<file path="src/rtl/paicore_handshake_engine_if.sv">
// ---------------------------------------------------------------------------
// paicore_handshake_engine_if
//   Groups the stream-side and pad-side handshake signals of one PAICORE
//   channel.
//   master : the handshake engine. It drives s_tready, DAT_SEND, REQ_SEND,
//            ACK_RECV, m_tdata and m_tvalid.
//   slave  : the surroundings, meaning the stream producer and consumer and the
//            IOBUF pad layer. It drives s_tdata, s_tvalid, ACK_SEND, REQ_RECV,
//            DAT_RECV and m_tready.
// ---------------------------------------------------------------------------
interface paicore_handshake_engine_if;
  // TX stream (in) and TX pads (out)
  logic [31:0] s_tdata;
  logic        s_tvalid;
  logic        s_tready;
  logic [31:0] DAT_SEND;
  logic        REQ_SEND;
  logic        ACK_SEND;
  // RX pads (in) and RX stream (out)
  logic        REQ_RECV;
  logic [31:0] DAT_RECV;
  logic        ACK_RECV;
  logic [31:0] m_tdata;
  logic        m_tvalid;
  logic        m_tready;

  modport master (
    input  s_tdata, s_tvalid, ACK_SEND, REQ_RECV, DAT_RECV, m_tready,
    output s_tready, DAT_SEND, REQ_SEND, ACK_RECV, m_tdata, m_tvalid
  );

  modport slave (
    output s_tdata, s_tvalid, ACK_SEND, REQ_RECV, DAT_RECV, m_tready,
    input  s_tready, DAT_SEND, REQ_SEND, ACK_RECV, m_tdata, m_tvalid
  );
endinterface

</file>
<file path="src/rtl/paicore_handshake_engine.sv">
// ---------------------------------------------------------------------------
// paicore_handshake_engine
//   Per-channel 4-phase req/ack engine that sits behind the PAICORE pad IOBUF.
//   TX (oen=1): a word from the s_* stream is driven onto DAT_SEND, REQ_SEND
//               is raised, and the engine waits for ACK_SEND to rise and fall.
//   RX (oen=0): on REQ_RECV the engine captures DAT_RECV onto m_*, raises
//               ACK_RECV, and waits for REQ_RECV to fall.
//   The direction (oen) only changes while both FSMs are idle. Each change is
//   followed by TURN_CYCLES idle cycles.
// Ports
//   clk, rst    : clock and synchronous active-high reset
//   dir_tx      : requested direction (1=transmit, 0=receive)
//   oen         : pad direction handed to the IOBUF layer
//   err_clr     : clears timeout_err (a timeout in the same cycle wins)
//   timeout_err : sticky flag, a TX handshake timed out
//   busy        : an FSM is active or the turnaround counter is running
//   bus         : stream and pad handshake signals (master side)
// ---------------------------------------------------------------------------
module paicore_handshake_engine #(
  parameter int SYNC_STAGES  = 2,
  parameter int SETUP_CYCLES = 2,
  parameter int TURN_CYCLES  = 4,
  parameter int TIMEOUT      = 65535
) (
  input  logic clk,
  input  logic rst,
  input  logic dir_tx,
  output logic oen,
  input  logic err_clr,
  output logic timeout_err,
  output logic busy,
  paicore_handshake_engine_if.master bus
);

  typedef enum logic [1:0] {T_IDLE = 2'd0, T_SETUP = 2'd1, T_REQ = 2'd2, T_REL = 2'd3} tx_state_e;
  typedef enum logic [0:0] {R_IDLE = 1'b0, R_ACK = 1'b1} rx_state_e;

  localparam logic [15:0] SETUP_LOAD = 16'(SETUP_CYCLES - 1);
  localparam logic [15:0] TURN_LOAD  = 16'(TURN_CYCLES);
  localparam logic [15:0] TO_LAST    = 16'((TIMEOUT > 0) ? (TIMEOUT - 1) : 0);
  localparam bit          TO_EN      = (TIMEOUT > 0);

  tx_state_e              tx_state_q;
  rx_state_e              rx_state_q;
  logic [SYNC_STAGES-1:0] ack_sync_q;
  logic [SYNC_STAGES-1:0] req_sync_q;
  logic [15:0]            cnt_q;
  logic [15:0]            turn_q;
  logic                   oen_q;
  logic [31:0]            dat_send_q;
  logic                   req_send_q;
  logic                   s_tready_q;
  logic                   ack_recv_q;
  logic [31:0]            m_tdata_q;
  logic                   m_tvalid_q;
  logic                   timeout_err_q;

  logic ack_s;
  logic req_s;
  logic turn_done_s;
  logic dir_change_s;
  logic tx_en_s;
  logic rx_en_s;
  logic to_hit_s;
  logic to_set_s;
  logic capture_s;

  // Only the last synchroniser stage reaches the FSMs.
  assign ack_s = ack_sync_q[SYNC_STAGES-1];
  assign req_s = req_sync_q[SYNC_STAGES-1];

  assign turn_done_s  = (turn_q == 16'd0);
  // A pending direction change takes priority over starting a new handshake.
  assign dir_change_s = (tx_state_q == T_IDLE) && (rx_state_q == R_IDLE) &&
                        turn_done_s && (dir_tx != oen_q);
  assign tx_en_s      = oen_q && turn_done_s && !dir_change_s;
  assign rx_en_s      = !oen_q && turn_done_s && !dir_change_s;
  assign to_hit_s     = TO_EN && (cnt_q == TO_LAST);
  assign to_set_s     = tx_en_s && to_hit_s &&
                        (((tx_state_q == T_REQ) && !ack_s) ||
                         ((tx_state_q == T_REL) && ack_s));
  // Capture only when the output register is empty or is being drained.
  assign capture_s    = rx_en_s && (rx_state_q == R_IDLE) && req_s &&
                        (!m_tvalid_q || bus.m_tready);

  assign oen          = oen_q;
  assign timeout_err  = timeout_err_q;
  assign bus.DAT_SEND = dat_send_q;
  assign bus.REQ_SEND = req_send_q;
  assign bus.s_tready = s_tready_q;
  assign bus.ACK_RECV = ack_recv_q;
  assign bus.m_tdata  = m_tdata_q;
  assign bus.m_tvalid = m_tvalid_q;
  // busy depends on state flops only, so it has no path from any input.
  assign busy = (tx_state_q != T_IDLE) || (rx_state_q != R_IDLE) || !turn_done_s;

  // Synchronisers, direction/turnaround control, and the TX and RX FSMs.
  always_ff @(posedge clk) begin
    if (rst) begin
      tx_state_q    <= T_IDLE;
      rx_state_q    <= R_IDLE;
      ack_sync_q    <= '0;
      req_sync_q    <= '0;
      cnt_q         <= 16'd0;
      turn_q        <= 16'd0;
      oen_q         <= 1'b0;
      dat_send_q    <= 32'd0;
      req_send_q    <= 1'b0;
      s_tready_q    <= 1'b0;
      ack_recv_q    <= 1'b0;
      m_tdata_q     <= 32'd0;
      m_tvalid_q    <= 1'b0;
      timeout_err_q <= 1'b0;
    end else begin
      ack_sync_q <= {ack_sync_q[SYNC_STAGES-2:0], bus.ACK_SEND};
      req_sync_q <= {req_sync_q[SYNC_STAGES-2:0], bus.REQ_RECV};
      s_tready_q <= 1'b0;

      if (dir_change_s) begin
        oen_q  <= dir_tx;
        turn_q <= TURN_LOAD;
      end else if (!turn_done_s) begin
        turn_q <= turn_q - 16'd1;
      end

      if (to_set_s) begin
        timeout_err_q <= 1'b1;
      end else if (err_clr) begin
        timeout_err_q <= 1'b0;
      end

      if (tx_en_s) begin
        case (tx_state_q)
          T_IDLE: begin
            if (bus.s_tvalid) begin
              s_tready_q <= 1'b1;
              dat_send_q <= bus.s_tdata;
              cnt_q      <= SETUP_LOAD;
              tx_state_q <= T_SETUP;
            end
          end
          T_SETUP: begin
            if (cnt_q == 16'd0) begin
              req_send_q <= 1'b1;
              tx_state_q <= T_REQ;
            end else begin
              cnt_q <= cnt_q - 16'd1;
            end
          end
          T_REQ: begin
            // On a timeout the request is dropped and the word is lost.
            if (ack_s || to_hit_s) begin
              req_send_q <= 1'b0;
              cnt_q      <= 16'd0;
              tx_state_q <= T_REL;
            end else begin
              cnt_q <= cnt_q + 16'd1;
            end
          end
          T_REL: begin
            if (!ack_s || to_hit_s) begin
              cnt_q      <= 16'd0;
              tx_state_q <= T_IDLE;
            end else begin
              cnt_q <= cnt_q + 16'd1;
            end
          end
          default: tx_state_q <= T_IDLE;
        endcase
      end

      // A capture in the same cycle as m_tready keeps m_tvalid high.
      if (capture_s) begin
        m_tdata_q  <= bus.DAT_RECV;
        m_tvalid_q <= 1'b1;
      end else if (bus.m_tready) begin
        m_tvalid_q <= 1'b0;
      end

      if (rx_en_s) begin
        case (rx_state_q)
          R_IDLE: begin
            if (capture_s) begin
              ack_recv_q <= 1'b1;
              rx_state_q <= R_ACK;
            end
          end
          R_ACK: begin
            if (!req_s) begin
              ack_recv_q <= 1'b0;
              rx_state_q <= R_IDLE;
            end
          end
          default: rx_state_q <= R_IDLE;
        endcase
      end
    end
  end

endmodule

</file>
<file path="src/flat_wrapper.sv">
// flat-port wrapper written by rule: the top's interface ports become plain ports
module paicore_handshake_engine_flat 
#(
  parameter int SYNC_STAGES  = 2,
  parameter int SETUP_CYCLES = 2,
  parameter int TURN_CYCLES  = 4,
  parameter int TIMEOUT      = 65535
)
  (clk, rst, dir_tx, oen, err_clr, timeout_err, busy, bus_s_tdata, bus_s_tvalid, bus_ACK_SEND, bus_REQ_RECV, bus_DAT_RECV, bus_m_tready, bus_s_tready, bus_DAT_SEND, bus_REQ_SEND, bus_ACK_RECV, bus_m_tdata, bus_m_tvalid);
  paicore_handshake_engine_if bus_i ();
  input  logic clk;
  input  logic rst;
  input  logic dir_tx;
  output logic oen;
  input  logic err_clr;
  output logic timeout_err;
  output logic busy;
  input wire logic [$bits(bus_i.s_tdata)-1:0] bus_s_tdata;
  input wire logic [$bits(bus_i.s_tvalid)-1:0] bus_s_tvalid;
  input wire logic [$bits(bus_i.ACK_SEND)-1:0] bus_ACK_SEND;
  input wire logic [$bits(bus_i.REQ_RECV)-1:0] bus_REQ_RECV;
  input wire logic [$bits(bus_i.DAT_RECV)-1:0] bus_DAT_RECV;
  input wire logic [$bits(bus_i.m_tready)-1:0] bus_m_tready;
  output wire logic [$bits(bus_i.s_tready)-1:0] bus_s_tready;
  output wire logic [$bits(bus_i.DAT_SEND)-1:0] bus_DAT_SEND;
  output wire logic [$bits(bus_i.REQ_SEND)-1:0] bus_REQ_SEND;
  output wire logic [$bits(bus_i.ACK_RECV)-1:0] bus_ACK_RECV;
  output wire logic [$bits(bus_i.m_tdata)-1:0] bus_m_tdata;
  output wire logic [$bits(bus_i.m_tvalid)-1:0] bus_m_tvalid;
  assign bus_i.s_tdata = bus_s_tdata;
  assign bus_i.s_tvalid = bus_s_tvalid;
  assign bus_i.ACK_SEND = bus_ACK_SEND;
  assign bus_i.REQ_RECV = bus_REQ_RECV;
  assign bus_i.DAT_RECV = bus_DAT_RECV;
  assign bus_i.m_tready = bus_m_tready;
  assign bus_s_tready = bus_i.s_tready;
  assign bus_DAT_SEND = bus_i.DAT_SEND;
  assign bus_REQ_SEND = bus_i.REQ_SEND;
  assign bus_ACK_RECV = bus_i.ACK_RECV;
  assign bus_m_tdata = bus_i.m_tdata;
  assign bus_m_tvalid = bus_i.m_tvalid;
  paicore_handshake_engine #(.SYNC_STAGES(SYNC_STAGES), .SETUP_CYCLES(SETUP_CYCLES), .TURN_CYCLES(TURN_CYCLES), .TIMEOUT(TIMEOUT)) u_core (.clk(clk), .rst(rst), .dir_tx(dir_tx), .oen(oen), .err_clr(err_clr), .timeout_err(timeout_err), .busy(busy), .bus(bus_i));
endmodule
</file>
<file path="config.mk">
export PLATFORM = sky130hd
export DESIGN_NAME = paicore_handshake_engine_flat
export DESIGN_NICKNAME = d
export VERILOG_FILES = /design/src/rtl/paicore_handshake_engine_if.sv /design/src/rtl/paicore_handshake_engine.sv /design/src/flat_wrapper.sv
export SDC_FILE = /design/constraint.sdc
export NUM_CORES = 1
export LEC_CHECK = 0
export CAP_MARGIN = 20
export CORE_MARGIN = 2
export CORE_UTILIZATION = 30
export DETAILED_ROUTE_END_ITERATION = 10
export PLACE_DENSITY = 0.62
export SETUP_SLACK_MARGIN = 0.2
export SYNTH_ARGS = -nofsm -noshare
export SYNTH_HDL_FRONTEND = slang
export SYNTH_SLANG_ARGS = --single-unit
</file>
<file path="constraint.sdc">
create_clock -name clk -period 2.3 [get_ports clk]
set_input_delay 0.23 -clock clk [delete_from_list [all_inputs] [get_ports clk]]
set_output_delay 0.23 -clock clk [all_outputs]
set_load 0.005 [all_outputs]
</file>
==> results.md, run 1 <==
* Asr flop ratio synth at 0
* Remaining global-route overflow at 0
* Placer Congestion at 0.8354
* Share of post-route cells with drive strength above 1 at 0.2843
* Largest family of logic cells by synthesized area: simple AND/OR/NAND/NOR gates
* Final Max Slew Viols at 0
* 1st-iter DRT viols at 251
* Mapped Cells at 638
* Setup-failing EPs final at 71
* Worst VDD drop at 0.0004361 V
* Die X-Extent at 136.6 um
* Layout net count at 915
* Number of diodes at 0
* Reg2reg setup slack at -0.1 ns
* Lkg Pwr at 2.921 nW
* CTS sink count at 109
* Crit path DAT at 2.61 ns
* Yosys cell types at 64
* Initial antenna violation count at 0
* Drt wl/cell at 14.83 um
* Pre-CTS setup slack at -0.06855 ns
* Die Area at 0.01866 mm^2
* Compound-cell area share of the yosys netlist at 0.1845
* Io pins at 143
* Worst setup margin at -0.09571 ns
* Main flop type after synthesis: dfxtp_1
* CP required at 2.51 ns
* Skew final at 0.009009 ns
* Fmax at 417.4 MHz
* Drt total wl at 15750 um
* Failing checks: negative setup slack
* Final-layout fill cell count at 1636
* Seq/Total Area, Yosys at 0.4137
* Clk buf depth at 2
* Number of max-cap violations at 0
* # DRC at 0
* CP Launch Type: register
* Fin. Hold Viols at 0
* RSZ-0062 raised after global routing: true
* Setup crit end kind: register
* Row count at 48
* FF/Latch Area at 0.002186 mm^2
* Total CTS buffers at 9
* CTS clk-pin slew, worst paths at 0.08 ns
* Crit path max fanout at 9
* Clk_lat worst skew at 0.36 ns
* Global-route wire length before repair at 23880 um
* Via count at 5156
* Largest net degree at the start of global routing at 78
* Cts hold-fix bufs at 0
* H-tree depth at 3
* Worst-Margin Slew at 1.020 ns
* FF+latch count, synth at 109
* Cell total after placement at 1014
* Synth Area in Adders at 0.02609
* CTS tree: done
* Vias in the first global route at 4806
* Simple-gate share of the synthesized area at 0.2823
* Min-Delay Path Class: in -> reg
* Core area at 0.01724 mm^2
* Root Driver: clkbuf_16
* Footprint of the multi-input gates at 0.003149 mm^2
* Syn avg cell area at 8.268 um^2
* Syn nets at 721
* Final period util at 1.042
* Rel. slew slack at 0.3200
* Synth Area in XOR/XNOR at 0.03155
* Area added between synthesis and finish at 57.42%
* ANT nets after route at 0
* Starting Density at 0.3060
* Mux cell area share after synthesis at 0.01162
* Cell Area, Synth at 0.005275 mm^2
* Final cell count without fillers at 1062
* Port Buf Inserts at 142
* Post-synth EDFFs at 0
* Minimum clock period at 2.396 ns
* DP HPWL at 9966 um
* Drt pass-1 iters at 4
* DIE HEIGHT at 136.6 um
* Vias/cell at 4.855
* Gr usage total at 0.1597
* Worst Path Class, Setup: reg -> reg
* Status: finished, violations left
* Synthesis warning total at 0
* Pwr/cell area at 667.7 mW/mm^2
## kinds of logic after synthesis
family	count (synthesis)
fa+ha+maj	11
xor+xnor	19
simple gates	293
buf+inv	53
mux	6
flops	109
compound gates	147
## through the flow
stage               area (um^2)  utilization  setup TNS, ns  total power [W]  hold slack (ns)
finish                     8304       0.4818         -3.612         0.005545           0.1484
global route               8304       0.4818         -11.05         0.005797           0.1579
CTS                        7964       0.4620         -2.117         0.005399           0.1411
detailed placement         7209       0.4183         -1.764         0.003579           0.4250
global placement           7209       0.4183        -0.7435         0.003578           0.4256
floorplan                  5343            -         -4.053         0.002964           0.3582
## sequential cells by signal, summed over array words and instances, names as in the netlist, 2 cells and up
signal / count
u_core.tx_state_q: 2
u_core.bus.DAT_SEND: 32
u_core.req_sync_q: 2
u_core.turn_q: 16
u_core.cnt_q: 16
u_core.ack_sync_q: 2
u_core.bus.m_tdata: 32
## cell usage after synthesis (all sizes together) (3+ instances only)
library cell	n	area (um^2)
nor3b	4	30.03
nand2	147	629.4
and4	4	35.03
xor2	5	43.79
clkbuf	25	93.84
inv	11	41.29
or4	4	33.78
a22oi	4	30.03
mux2i	5	50.05
o21ai	35	175.2
nand4	8	50.05
a211oi	4	30.03
buf	16	126.4
nor4	11	83.83
and3	7	43.79
dfxtp	109	2182
nand3	13	65.06
nor2	46	177.7
nor4b	3	56.31
nor3	20	100.1
or3	5	31.28
xnor2	14	122.6
a21oi	80	513.0
nand2b	6	37.54
ha	11	137.6
nor2b	7	43.79
## final cells by class
type,instances,share of cell area
multi-input cells,477,0.3792
repair buffers,223,0.2813
flip-flops and latches,109,0.2632
well taps,225,0.03390
clock buffers,9,0.02712
clock inverters,7,0.009643
inverters,12,0.005575
## cell usage in the layout, fill, tap and decap left out, types with 5 or more instances in the layout
master	Yosys	layout
o21ai_0	28	11
nor2_1	44	40
buf_16	0	7
nand2_1	116	95
ha_1	11	11
or3_1	5	5
buf_4	0	48
xnor2_1	14	13
a21oi_2	30	34
nand2_2	31	47
o21ai_2	0	7
nand2b_1	6	5
nor3_2	0	6
clkbuf_16	0	10
mux2i_1	5	5
nand3_1	13	11
xor2_1	5	5
dfxtp_1	109	106
buf_12	3	6
nor3_1	20	13
nand4_1	8	8
clkdlybuf4s50_1	0	140
inv_1	11	9
nor4_1	10	7
a21oi_1	50	46
o21ai_1	7	17
nor2b_1	7	7
buf_6	1	21
## routing by layer
layer	vias up	share of wire	global-route usage
met1	2400	0.43	0.1977
met5	-	0	0
met4	0	0.013	0.04803
met2	146	0.49	0.2650
met3	12	0.070	0.05037
li1	2598	-	-
## worst max-delay path, stage by stage (launching register included)
cell and delay, ns:
dfxtp_2 0.33, inv_2 0.05, ha_1 0.13, or3b_4 0.41, nor4b_4 0.33, nand2_2 0.10, or4b_4 0.59, clkbuf_16 0.21
nand2_2 0.07, a21oi_2 0.04
## repair_timing
item	4_1_cts	5_1_grt
gates resized for setup	48	64
cloned	8	4
endpoints found under the setup margin	98	102
setup buffers	12	8
pin swaps	23	30
## final timing paths
kind	start	cells past startpoint	endpoint
setup / recovery	u_core.turn_q[0]	9	u_core.bus.m_tdata[20]
hold / removal	rst	2	u_core.turn_q[2]
setup reg to reg	u_core.turn_q[0]	9	u_core.bus.m_tdata[20]
hold reg to reg	u_core.ack_sync_q[0]	1	u_core.ack_sync_q[1]
## where the power goes
group | switching [W] | internal [W]
logic | 0.000851 | 0.000970
clock network | 0.000761 | 0.000861
registers | 0.0000984 | 0.00200
total | 0.00171 | 0.00383
Power figures use the tool's default switching activity.
==> run 2, diff against run 1 <==
CAP_MARGIN = 0   (was 20)
CORE_UTILIZATION = 44   (was 30)
PLACE_DENSITY = 0.83   (was 0.62)
SLEW_MARGIN = 20   (was not set)
==> run 2 against run 1 <==
Global-route usage rose by 10 points. Critical path depth fell by 1. Die area fell by 31%. The flow finishes with violations (design-rule violations, negative setup slack). Largest cell class unchanged. Cell count fell by 8.1%. Critical endpoint is now u_core.bus.ACK_RECV. Non-clock buffer count fell by 4. Power rose by 7.2%. Routed wire length rose by 17%. Register-to-register slack got worse by 0.06 ns. Sequential power barely moved. Via count rose by 10%.
==> results.md, run 2 (synthesis gave the netlist of run 1 again) <==
* Status: finished, violations left (unchanged)
* Failing checks: design-rule violations, negative setup slack (was negative setup slack)
* Die X-Extent at 113.5 um (was 136.6 um)
* Crit path max fanout at 12 (was 9)
* DP HPWL at 10900 um (was 9966 um)
* 1st-iter DRT viols at 363 (was 251)
* Number of diodes at 0 (unchanged)
* Area added between synthesis and finish at 55.83% (was 57.42%)
* ANT nets after route at 0 (unchanged)
* Layout net count at 911 (was 915)
* Worst-Margin Slew at 0.9508 ns (was 1.020 ns)
* Post-Place Cell Area at 0.007077 mm^2 (was 0.007209 mm^2)
* Drt pass-1 iters at 9 (was 4)
* Min Hold Slack at 0.1275 ns (was 0.1484 ns)
* CTS clk-pin slew, worst paths at 0.08 ns (about the same)
* CTS sink count at 109 (unchanged)
* Final Max Slew Viols at 0 (unchanged)
* Io pins at 143 (unchanged)
* Total CTS buffers at 9 (unchanged)
* Lkg Pwr at 2.904 nW (was 2.921 nW)
* Worst VDD drop at 0.0005564 V (was 0.0004361 V)
* Drt wl/cell at 18.81 um (was 14.83 um)
* Min-Delay Path Class: in -> reg (unchanged)
* Worst Path Class, Setup: reg -> reg (unchanged)
* # DRC at 1 (was 0)
* Gr usage total at 0.2619 (was 0.1597)
* Cell total after placement at 928 (was 1014)
* Setup-failing EPs final at 97 (was 71)
* Port Buf Inserts at 142 (unchanged)
* Largest net degree at the start of global routing at 78 (unchanged)
* Pwr/cell area at 723.1 mW/mm^2 (was 667.7 mW/mm^2)
* FF/Latch Area at 0.002190 mm^2 (was 0.002186 mm^2)
* Setup crit end kind: register (unchanged)
* Clk buf depth at 2 (unchanged)
* Root Driver: clkbuf_16 (unchanged)
* Global-route wire length before repair at 27340 um (was 23880 um)
* DIE HEIGHT at 113.5 um (was 136.6 um)
* CTS tree: done (unchanged)
* Starting Density at 0.4561 (was 0.3060)
* Crit path DAT at 2.71 ns (was 2.61 ns)
* Minimum clock period at 2.453 ns (was 2.396 ns)
* Initial antenna violation count at 0 (unchanged)
* Clk_lat worst skew at 0.36 ns (about the same)
* Reg-to-reg endpoint: u_core.bus.ACK_RECV (was u_core.bus.m_tdata[20])
* Hold Path End: u_core.turn_q[2] (unchanged)
* Finished Cell Area at 0.008220 mm^2 (was 0.008304 mm^2)
* Placer Congestion at 0.9727 (was 0.8354)
* Commonest non-fill, non-tap cell in the layout: clkdlybuf4s50_1 (unchanged)
* Remaining global-route overflow at 0 (unchanged)
* Setup TNS at -8.537 ns (was -3.612 ns)
* Share of post-route cells with drive strength above 1 at 0.3085 (was 0.2843)
* CP Launch Type: register (unchanged)
* Number of max-cap violations at 0 (unchanged)
* Worst Hold Launch: rst (unchanged)
* RSZ-0062 raised after global routing: true (unchanged)
* Vias/cell at 5.817 (was 4.855)
* Most frequent cells in the layout: 140 x clkdlybuf4s50_1, 103 x dfxtp_1, 91 x nand2_1 (was 140 x clkdlybuf4s50_1, 106 x dfxtp_1, 95 x nand2_1)
* Row count at 39 (was 48)
* Core area at 0.01156 mm^2 (was 0.01724 mm^2)
* Drt total wl at 18360 um (was 15750 um)
* Die Area at 0.01288 mm^2 (was 0.01866 mm^2)
* CP required at 2.56 ns (was 2.51 ns)
* Reg2reg setup slack at -0.15 ns (was -0.1 ns)
* Final-layout fill cell count at 786 (was 1636)
* Skew final at 0.01321 ns (was 0.009009 ns)
* RR Startpoint: u_core.turn_q[2] (was u_core.turn_q[0])
* Footprint of the multi-input gates at 0.003277 mm^2 (was 0.003149 mm^2)
* Final period util at 1.067 (was 1.042)
* Fin util at 0.7108 (was 0.4818)
* R2R cell count at 8 (was 9)
* Cells on Worst Hold Path at 2 (unchanged)
* Rel. slew slack at 0.3661 (was 0.3200)
* Worst setup margin at -0.1534 ns (was -0.09571 ns)
* Fin. Hold Viols at 0 (unchanged)
* Final cell count without fillers at 976 (was 1062)
* Via count at 5677 (was 5156)
* Fmax at 407.6 MHz (was 417.4 MHz)
* Vias in the first global route at 5669 (was 4806)
* H-tree depth at 3 (unchanged)
[run 2: changes by cell type in the layout (fill, tap and decap cells not counted), moves of 3 or more]
cell	delta
nand2_1	-4
nor2_4	+4
nor3_2	-3
a21oi_2	+3
buf_16	-4
nand2_2	+6
nor3_4	+5
dfxtp_2	+3
nor2_1	-5
dfxtp_1	-3
a21oi_1	-3
[run 2: critical path, stage by stage, from the launching register on]
cell and delay, ns:
dfxtp_1 0.37, or4_1 0.69, nor2_2 0.20, nand2_2 0.09, buf_4 0.17, nor4b_4 0.33
buf_6 0.20, nor2_1 0.06, a211oi_1 0.23
[run 2: what timing repair did]
item | in CTS | in global routing
cloned | 4 | 2
setup buffers | 14 | 12
pin swaps | 27 | 33
endpoints found under the setup margin | 100 | 105
resized for setup | 69 | 66
hold buffers | 0 | 0
[run 2: metrics by stage]
step	power, W	setup slack [ns]
5_1_grt	0.006126	-0.2666
6_report	0.005944	-0.1534
3_3_place_gp	0.003498	-0.01797
4_1_cts	0.005474	-0.09035
3_5_place_dp	0.003566	-0.09817
2_1_floorplan	0.002964	-0.1372
[run 2: area by class of cell]
type                    count  area share
flip-flops and latches    109      0.2664
repair buffers            219      0.2718
clock buffers              10     0.02907
clock inverters             6    0.006697
well taps                 143     0.02177
multi-input cells         477      0.3986
inverters                  12    0.005632
[run 2: worst max-delay path by stage]
stage,to,slack [ns],start,cells past startpoint
floorplan,u_core.bus.m_tdata[0],-0.14,u_core.turn_q[0],10
global placement,u_core.cnt_q[3],-0.02,u_core.turn_q[7],6
detailed placement,u_core.bus.m_tdata[1],-0.1,u_core.turn_q[1],10
CTS,u_core.bus.m_tdata[14],-0.09,u_core.turn_q[7],7
global route,u_core.bus.ACK_RECV,-0.27,u_core.turn_q[0],10
finish,u_core.bus.ACK_RECV,-0.15,u_core.turn_q[2],8
[run 2: layer usage]
| metal | vias to the layer above | GRT usage | part of all wire |
|---|---|---|---|
| li1 | 2586 | - | - |
| met1 | 2676 | 0.2835 | 0.35 |
| met2 | 328 | 0.4850 | 0.52 |
| met3 | 87 | 0.05313 | 0.073 |
| met4 | 0 | 0.1285 | 0.052 |
| met5 | - | 0 | 0 |
[run 2: power breakdown]
part	switching (W)	internal, W
Combinational	0.00114	0.00113
Sequential	0.000120	0.00200
Clock	0.000770	0.000785
Total	0.00203	0.00392
